File: config.mk
export PLATFORM = sky130hd
export DESIGN_NAME = vga_scan_ctrl
export DESIGN_NICKNAME = d
export VERILOG_FILES = /design/src/rtl/vga_scan_ctrl.sv
export SDC_FILE = /design/constraint.sdc
export NUM_CORES = 1
export LEC_CHECK = 0
export BUFFER_PORTS_ARGS = -buffer_cell sky130_fd_sc_hd__buf_2
export CAP_MARGIN = 40
export CELL_PAD_IN_SITES_DETAIL_PLACEMENT = 1
export CELL_PAD_IN_SITES_GLOBAL_PLACEMENT = 1
export CORE_ASPECT_RATIO = 1.4
export CORE_MARGIN = 3
export CORE_UTILIZATION = 38
export CTS_BUF_LIST = sky130_fd_sc_hd__clkbuf_16
export CTS_CLUSTER_DIAMETER = 40
export CTS_CLUSTER_SIZE = 25
export DETAILED_ROUTE_END_ITERATION = 12
export PLACE_DENSITY = 0.83
export SLEW_MARGIN = 20
export SYNTH_ARGS = -nofsm -noshare
export SYNTH_HDL_FRONTEND = slang
export SYNTH_SLANG_ARGS = --single-unit
export TNS_END_PERCENT = 10
File: constraint.sdc
create_clock -name clk -period 4.4 [get_ports clk]
set_clock_uncertainty 0.2 [all_clocks]
set_input_delay 0.22 -clock clk [delete_from_list [all_inputs] [get_ports clk]]
set_output_delay 0.22 -clock clk [all_outputs]
set_load 0.03 [all_outputs]
File: src/rtl/vga_scan_ctrl.sv
// VGA raster scan controller: pixel/line counters, phase tracking, sync decode
// and one-clock line/frame wrap pulses, all advancing on the pixel tick en.
module vga_scan_ctrl #(
  parameter int unsigned H_VIS  = 640,
  parameter int unsigned H_FP   = 16,
  parameter int unsigned H_SYNC = 96,
  parameter int unsigned H_BP   = 48,
  parameter int unsigned V_VIS  = 480,
  parameter int unsigned V_FP   = 10,
  parameter int unsigned V_SYNC = 2,
  parameter int unsigned V_BP   = 33
) (
  input  logic       clk,
  input  logic       rst_n,
  input  logic       en,
  output logic [9:0] x,
  output logic [9:0] y,
  output logic       hsync,
  output logic       vsync,
  output logic       video_on,
  output logic [1:0] h_state,
  output logic       line_end,
  output logic       frame_start
);

  localparam int unsigned CW    = 10;
  localparam int unsigned H_TOT = H_VIS + H_FP + H_SYNC + H_BP;
  localparam int unsigned V_TOT = V_VIS + V_FP + V_SYNC + V_BP;

  localparam logic [CW-1:0] H_LAST     = CW'(H_TOT - 1);
  localparam logic [CW-1:0] H_FRONT_AT = CW'(H_VIS);
  localparam logic [CW-1:0] H_SYNC_AT  = CW'(H_VIS + H_FP);
  localparam logic [CW-1:0] H_BACK_AT  = CW'(H_VIS + H_FP + H_SYNC);
  localparam logic [CW-1:0] V_LAST     = CW'(V_TOT - 1);
  localparam logic [CW-1:0] V_FRONT_AT = CW'(V_VIS);
  localparam logic [CW-1:0] V_SYNC_AT  = CW'(V_VIS + V_FP);
  localparam logic [CW-1:0] V_BACK_AT  = CW'(V_VIS + V_FP + V_SYNC);

  typedef enum logic [1:0] {
    PH_VIS   = 2'd0,
    PH_FRONT = 2'd1,
    PH_SYNC  = 2'd2,
    PH_BACK  = 2'd3
  } phase_e;

  logic [CW-1:0] x_q, x_d, y_q, y_d;
  phase_e        h_state_q, h_state_d, v_state_q, v_state_d;
  logic          line_end_q, line_end_d;
  logic          frame_start_q, frame_start_d;
  logic          x_wrap, y_wrap;

  // Phase changes on the count value being entered, by exact boundary match.
  function automatic phase_e next_phase(input phase_e        cur,
                                        input logic [CW-1:0] nxt,
                                        input logic [CW-1:0] front_at,
                                        input logic [CW-1:0] sync_at,
                                        input logic [CW-1:0] back_at);
    next_phase = cur;
    if (nxt == '0)            next_phase = PH_VIS;
    else if (nxt == front_at) next_phase = PH_FRONT;
    else if (nxt == sync_at)  next_phase = PH_SYNC;
    else if (nxt == back_at)  next_phase = PH_BACK;
  endfunction

  assign x_wrap = (x_q == H_LAST);
  assign y_wrap = (y_q == V_LAST);

  always_comb begin
    x_d           = x_q;
    y_d           = y_q;
    h_state_d     = h_state_q;
    v_state_d     = v_state_q;
    line_end_d    = 1'b0;
    frame_start_d = 1'b0;
    if (en) begin
      x_d        = x_wrap ? '0 : x_q + CW'(1);
      h_state_d  = next_phase(h_state_q, x_d, H_FRONT_AT, H_SYNC_AT, H_BACK_AT);
      line_end_d = x_wrap;
      if (x_wrap) begin
        y_d           = y_wrap ? '0 : y_q + CW'(1);
        v_state_d     = next_phase(v_state_q, y_d, V_FRONT_AT, V_SYNC_AT, V_BACK_AT);
        frame_start_d = y_wrap;
      end
    end
  end

  always_ff @(posedge clk or negedge rst_n) begin
    if (!rst_n) begin
      x_q           <= '0;
      y_q           <= '0;
      h_state_q     <= PH_VIS;
      v_state_q     <= PH_VIS;
      line_end_q    <= 1'b0;
      frame_start_q <= 1'b0;
    end else begin
      x_q           <= x_d;
      y_q           <= y_d;
      h_state_q     <= h_state_d;
      v_state_q     <= v_state_d;
      line_end_q    <= line_end_d;
      frame_start_q <= frame_start_d;
    end
  end

  // Sync and blanking are pure decodes of the phase registers.
  assign x           = x_q;
  assign y           = y_q;
  assign h_state     = h_state_q;
  assign hsync       = (h_state_q != PH_SYNC);
  assign vsync       = (v_state_q != PH_SYNC);
  assign video_on    = (h_state_q == PH_VIS) && (v_state_q == PH_VIS);
  assign line_end    = line_end_q;
  assign frame_start = frame_start_q;

endmodule
== Word-level counts from Yosys, hierarchy flattened ==
Index checks and enable logic that the tools add are counted.
Operators by class
  add/sub/neg operators: 2
  multipliers: 0
  div/mod/pow operators: 0
  $lt $le $gt $ge: 0
  equality and inequality tests: 10
  shifts and indexed selects: 0
  mux-type cells: 13
  bitwise logic cells: 0
  reduce and logical (&&, ||, !) cells: 10
Operators by type and width (number)
  10-bit == test (second input constant): 5
  10-bit by 9-bit == test with 1-bit output (second input constant): 3
  10-bit by 1-bit adder with 10-bit output (second input constant): 2
  10-bit logical NOT: 2
  10-bit 2-to-1 mux: 2
  2-bit 2-to-1 mux: 8
  4-bit nonzero test: 2
  2-bit logical NOT: 2
  2-bit != test (second input constant): 2
  2-bit AND reduction: 2
  1-bit 2-to-1 mux: 3
  3-bit AND reduction: 1
  1-bit logical AND: 1
Storage, ports and cells
  flip-flop bits (word level): 26
  latch bits: 0
  memory bits (writable): 0
  memory bits (read-only): 0
  input bits: 3
  output and inout bits: 27
  word-level logic and storage cells: 41
  memories: 0

== Logic depth before layout (Yosys ltp) ==
  depth in word-level cells: 7
  mapped depth: 9
  depth with buffers taken out: 8

== Worst setup path before layout ==
OpenSTA, ideal clock, no wires.
  path kind: register -> register
  from: register x_q[0], in the netlist x[0]
  to: register h_state_q[1], in the netlist h_state[1]
  setup time: 0.133 ns
  data arrival time: 2.350 ns
  required time: 4.067 ns
  setup slack: 1.718 ns
  stages on the path, launching flop included: 9
  buffers on the path: 1
  clock period less this slack: 2.682 ns
  path through: dfrtp_1 ha_1 bufbuf_16 nand4_1 o221a_1 o221a_1 a21o_1 a2111oi_2 nor3_1
On the way
  word-level cells in the longest chain between the ends: 6
  elaborated cells between the ends (all ways): 12
  classes of those cells: add/sub (1); eq/ne (4); mux (4); reduce/logical (3)
Ends and longest elaborated chain
  start: declaration: RTL line 46  | logic [CW-1:0] x_q, x_d, y_q, y_d;
  start signal: assignment: RTL line 89  | x_q <= '0;
  start signal: assignment: RTL line 96  | x_q <= x_d;
  10-bit by 1-bit adder with 10-bit output / 10-bit == test (equally long branches): RTL line 76, 65
  10-bit 2-to-1 mux (*): RTL line 76  | x_d = x_wrap ? '0 : x_q + CW'(1);
  10-bit == test: RTL line 61  | else if (nxt == sync_at) next_phase = PH_SYNC;
  2-bit 2-to-1 mux: RTL line 61
  2-bit 2-to-1 mux: RTL line 60  | else if (nxt == front_at) next_phase = PH_FRONT;
  2-bit 2-to-1 mux: RTL line 59  | if (nxt == '0) next_phase = PH_VIS;
  end signal: assignment: RTL line 98  | h_state_q <= h_state_d;
  end: declaration: RTL line 47  | phase_e h_state_q, h_state_d, v_state_q, v_state_d;
Mark *: on every way between the ends. The rest lies on a longest branch, timed or not.
A chain may end at the register's enable or synchronous reset.

== Final worst setup path ==
  from: register x_q[0], in the netlist x[0]
  to: register v_state_q[0]
On the way
  word-level cells in the longest chain between the ends: 2
Ends and longest elaborated chain
  10-bit == test: RTL line 65  | assign x_wrap = (x_q == H_LAST);
  3-bit AND reduction (no line)
  end signal: assignment: RTL line 99  | v_state_q <= v_state_d;
  end: declaration: RTL line 47
Every way passes these cells.

==> run_results.csv <==
group,metric,value,unit
global_routing,grt_overflow,0,
global_routing,antenna_found_initial,0,
clock_tree,clock-sinks,26,
place,dp_hpwl,3934,um
drt,dr.pass1.iters,4,
clock_tree,clk_latency,270,ps
place,io_buffer_count,29,
die,core,4992,sq um
logic_synthesis,ys_seq_area_share,32.26,%
logic_synthesis,syn_nets,241,
clock_tree,cts_buffer_depth,2,
drt,postRouteAntennaNets,0,
logic_synthesis,yosysWarningCount,0,
setup_path,cp_data_arrival_time,2830,ps
sta,fmax,349.3,MHz
sta,finalCritPeriodShare,65.07,%
job,max_cap_violations,0,
drt,drc,0,
global_routing,grt_pass1_vias,1822,
die,die_area,6230,sq um
clock_tree,cts-htree-levels,1,
setup_path,cp-start-kind,"register",
die,die-height,92.20,um
place,dp_cells,309,
logic_synthesis,synth_ff_type,"dfrtp_1",
die,num_rows,30,
power_and_ir_drop,powerDensity,371.4,nW/um^2
layout,final_common_cell,"buf_2",
sta,whs,140.2,ps
sta,slew_viol_final,0,
sta,fin_crit,2863,ps
layout,layout_common_cells,"buf_2, nand2_1, dfrtp_1",
layout,nFillCells,612,
die,fp.dieW,67.57,um
sta,setup_tns,0,ps
logic_synthesis,syn-cell-area,2017,sq um
global_routing,grt_pass1_wl,8838,um
layout,instances_no_fill,314,
clock_tree,cts_buffers,3,
place,place_congestion,0.8013,
die,start_util,40.40,%
outcome,status,"completed",
logic_synthesis,synth_cell_types,56,
setup_path,crit_type,"register to register",
logic_synthesis,synth_cells,233,
logic_synthesis,yosys.area.top_type,"dfrtp_1",
sta,setup_violations,0,
setup_path,critPathMaxFanout,11,
sta,hold_viol,0,
sta,rsz0062_at_grt,"false",
power_and_ir_drop,p_leak,0.0009145,uW
logic_synthesis,async_flop_share,100.0,%
setup_path,critPathCaptureType,"register",
global_routing,grt_max_degree,27,
setup_path,rr_worst_depth,7,
logic_synthesis,synth_edf_count,0,
sta,slew_headroom,55.99,%
min_path,hold_depth,2,
global_routing,track_usage,18.62,%
clock_tree,clkTransAtPathRegs,70,ps
drt,drt-initial-drc-count,123,
logic_synthesis,ys_top_cells_by_area,"dfrtp_1, nand2_1, xnor2_1",
drt,post_drt_wl_per_cell,16.74,um
logic_synthesis,synth-seq-cells,26,
logic_synthesis,synth_top_area_share,32.26,%
layout,nets,259,
min_path,hold_path_class,"input port to register",
drt,vias_per_cell,5.799,
clock_tree,cts_tree,"yes",
sta,max_slew.worst_pin.slew,654.2,ps
layout,area_delta_synth_final,8.499,%
layout,diodes,0,
die,io_pins,30,
clock_tree,cts-root-buf,"clkbuf_16",
drt,wirelength,5255,um
layout,fin_util,43.83,%
drt,num_vias,1821,
setup_path,cp.required,4370,ps
power_and_ir_drop,vdd_ir_drop_max,0.1525,mV
logic_synthesis,postSynthAreaPerCell,8.656,sq um
layout,drive_gt1_share,17.60,%
clock_tree,cts_resized,0,
sequential cells by signal, indices dropped and copies added (netlist names):
register     flops
frame_start      1
v_state_q        2
x               10
line_end         1
y               10
h_state          2
power breakdown:
group	total, uW	internal (uW)	switching [uW]
clock network	208	122	86.3
registers	352	266	85.2
logic	253	94.9	158
total	813	483	329
per-stage QoR:
stage | cell area [sq um] | setup slack, ps | power [uW]
finish | 2188 | 1537 | 812.7
detailed placement | 2100 | 1560 | 610.8
floorplan | 2017 | 1718 | 590.8
global placement | 2100 | 1599 | 599.3
global route | 2188 | 1321 | 866.9
CTS | 2188 | 1556 | 822.4
final cells by class:
| type | instances | area (sq um) | area share, % |
|---|---|---|---|
| multi-input cells | 182 | 1194 | 54.55 |
| flip-flops and latches | 26 | 650.6 | 29.73 |
| repair buffers | 30 | 155.1 | 7.090 |
| well taps | 64 | 80.08 | 3.659 |
| clock buffers | 3 | 75.07 | 3.431 |
| inverters | 8 | 30.03 | 1.372 |
| clock inverters | 1 | 3.754 | 0.1715 |
worst max-delay path, cell delays in order, from the launching register on:
cell and delay [ps]:
dfrtp_1 480, ha_1 370, nand4_1 230, nor3_2 360, nand2_1 360, a211oi_2 400
a21oi_1 120, o32ai_1 260
cells in the mapped netlist, types with 3 or more instances:
cell type / count
and4_1: 3
o21ai_0: 14
clkbuf_1: 9
nand4_1: 6
or3_1: 3
and3_1: 3
nand2_1: 27
nor2_1: 15
clkbuf_8: 4
dfrtp_1: 26
nand2b_1: 4
nor3_1: 10
nor4_1: 4
xnor2_1: 11
ha_1: 5
a21oi_1: 9
nand3_1: 8
and2_1: 3
xor2_1: 8
a211oi_1: 3
inv_1: 7
o31ai_1: 5
worst paths after layout:
check                             startpoint      endpoint  slack [ps]
worst max-delay path                    x[0]  v_state_q[0]        1540
max in group asynchronous              rst_n          x[7]        3310
worst max register to register          x[0]  v_state_q[0]        1540
worst min register to register  v_state_q[1]  v_state_q[1]         350
worst min-delay path                      en          x[9]         140
min in group asynchronous              rst_n          x[6]         290
cells by family (layout without fill, tap and decap cells):
kind of cell               after synthesis  in the layout  synth area share [%]
and+or+nand+nor                        101            101                 27.17
AOI/OAI and AO/OA                       53             53                 18.55
DFF                                     26             26                 32.26
buffers and inverters                   25             42                 8.561
xor gates and xnor gates                19             19                 8.251
adders and majority gates                5              5                 3.102
muxes                                    4              4                 2.109
layer usage:
| metal | vias to the layer above | track usage (%) | part of all wire, % |
|---|---|---|---|
| met3 | 15 | 2.083 | 3.1 |
| met2 | 35 | 32.09 | 53 |
| met4 | 0 | 11.51 | 4.5 |
| li1 | 874 | - | - |
| met5 | - | 0 | 0 |
| met1 | 897 | 20.94 | 40 |
repair_timing:
action,in CTS,in global routing
buffers inserted,0,0
setup endpoints to repair,0,0
hold buffers,1,0
hold endpoints to repair,26,0
No activity file was read; power rests on OpenSTA's default activity.
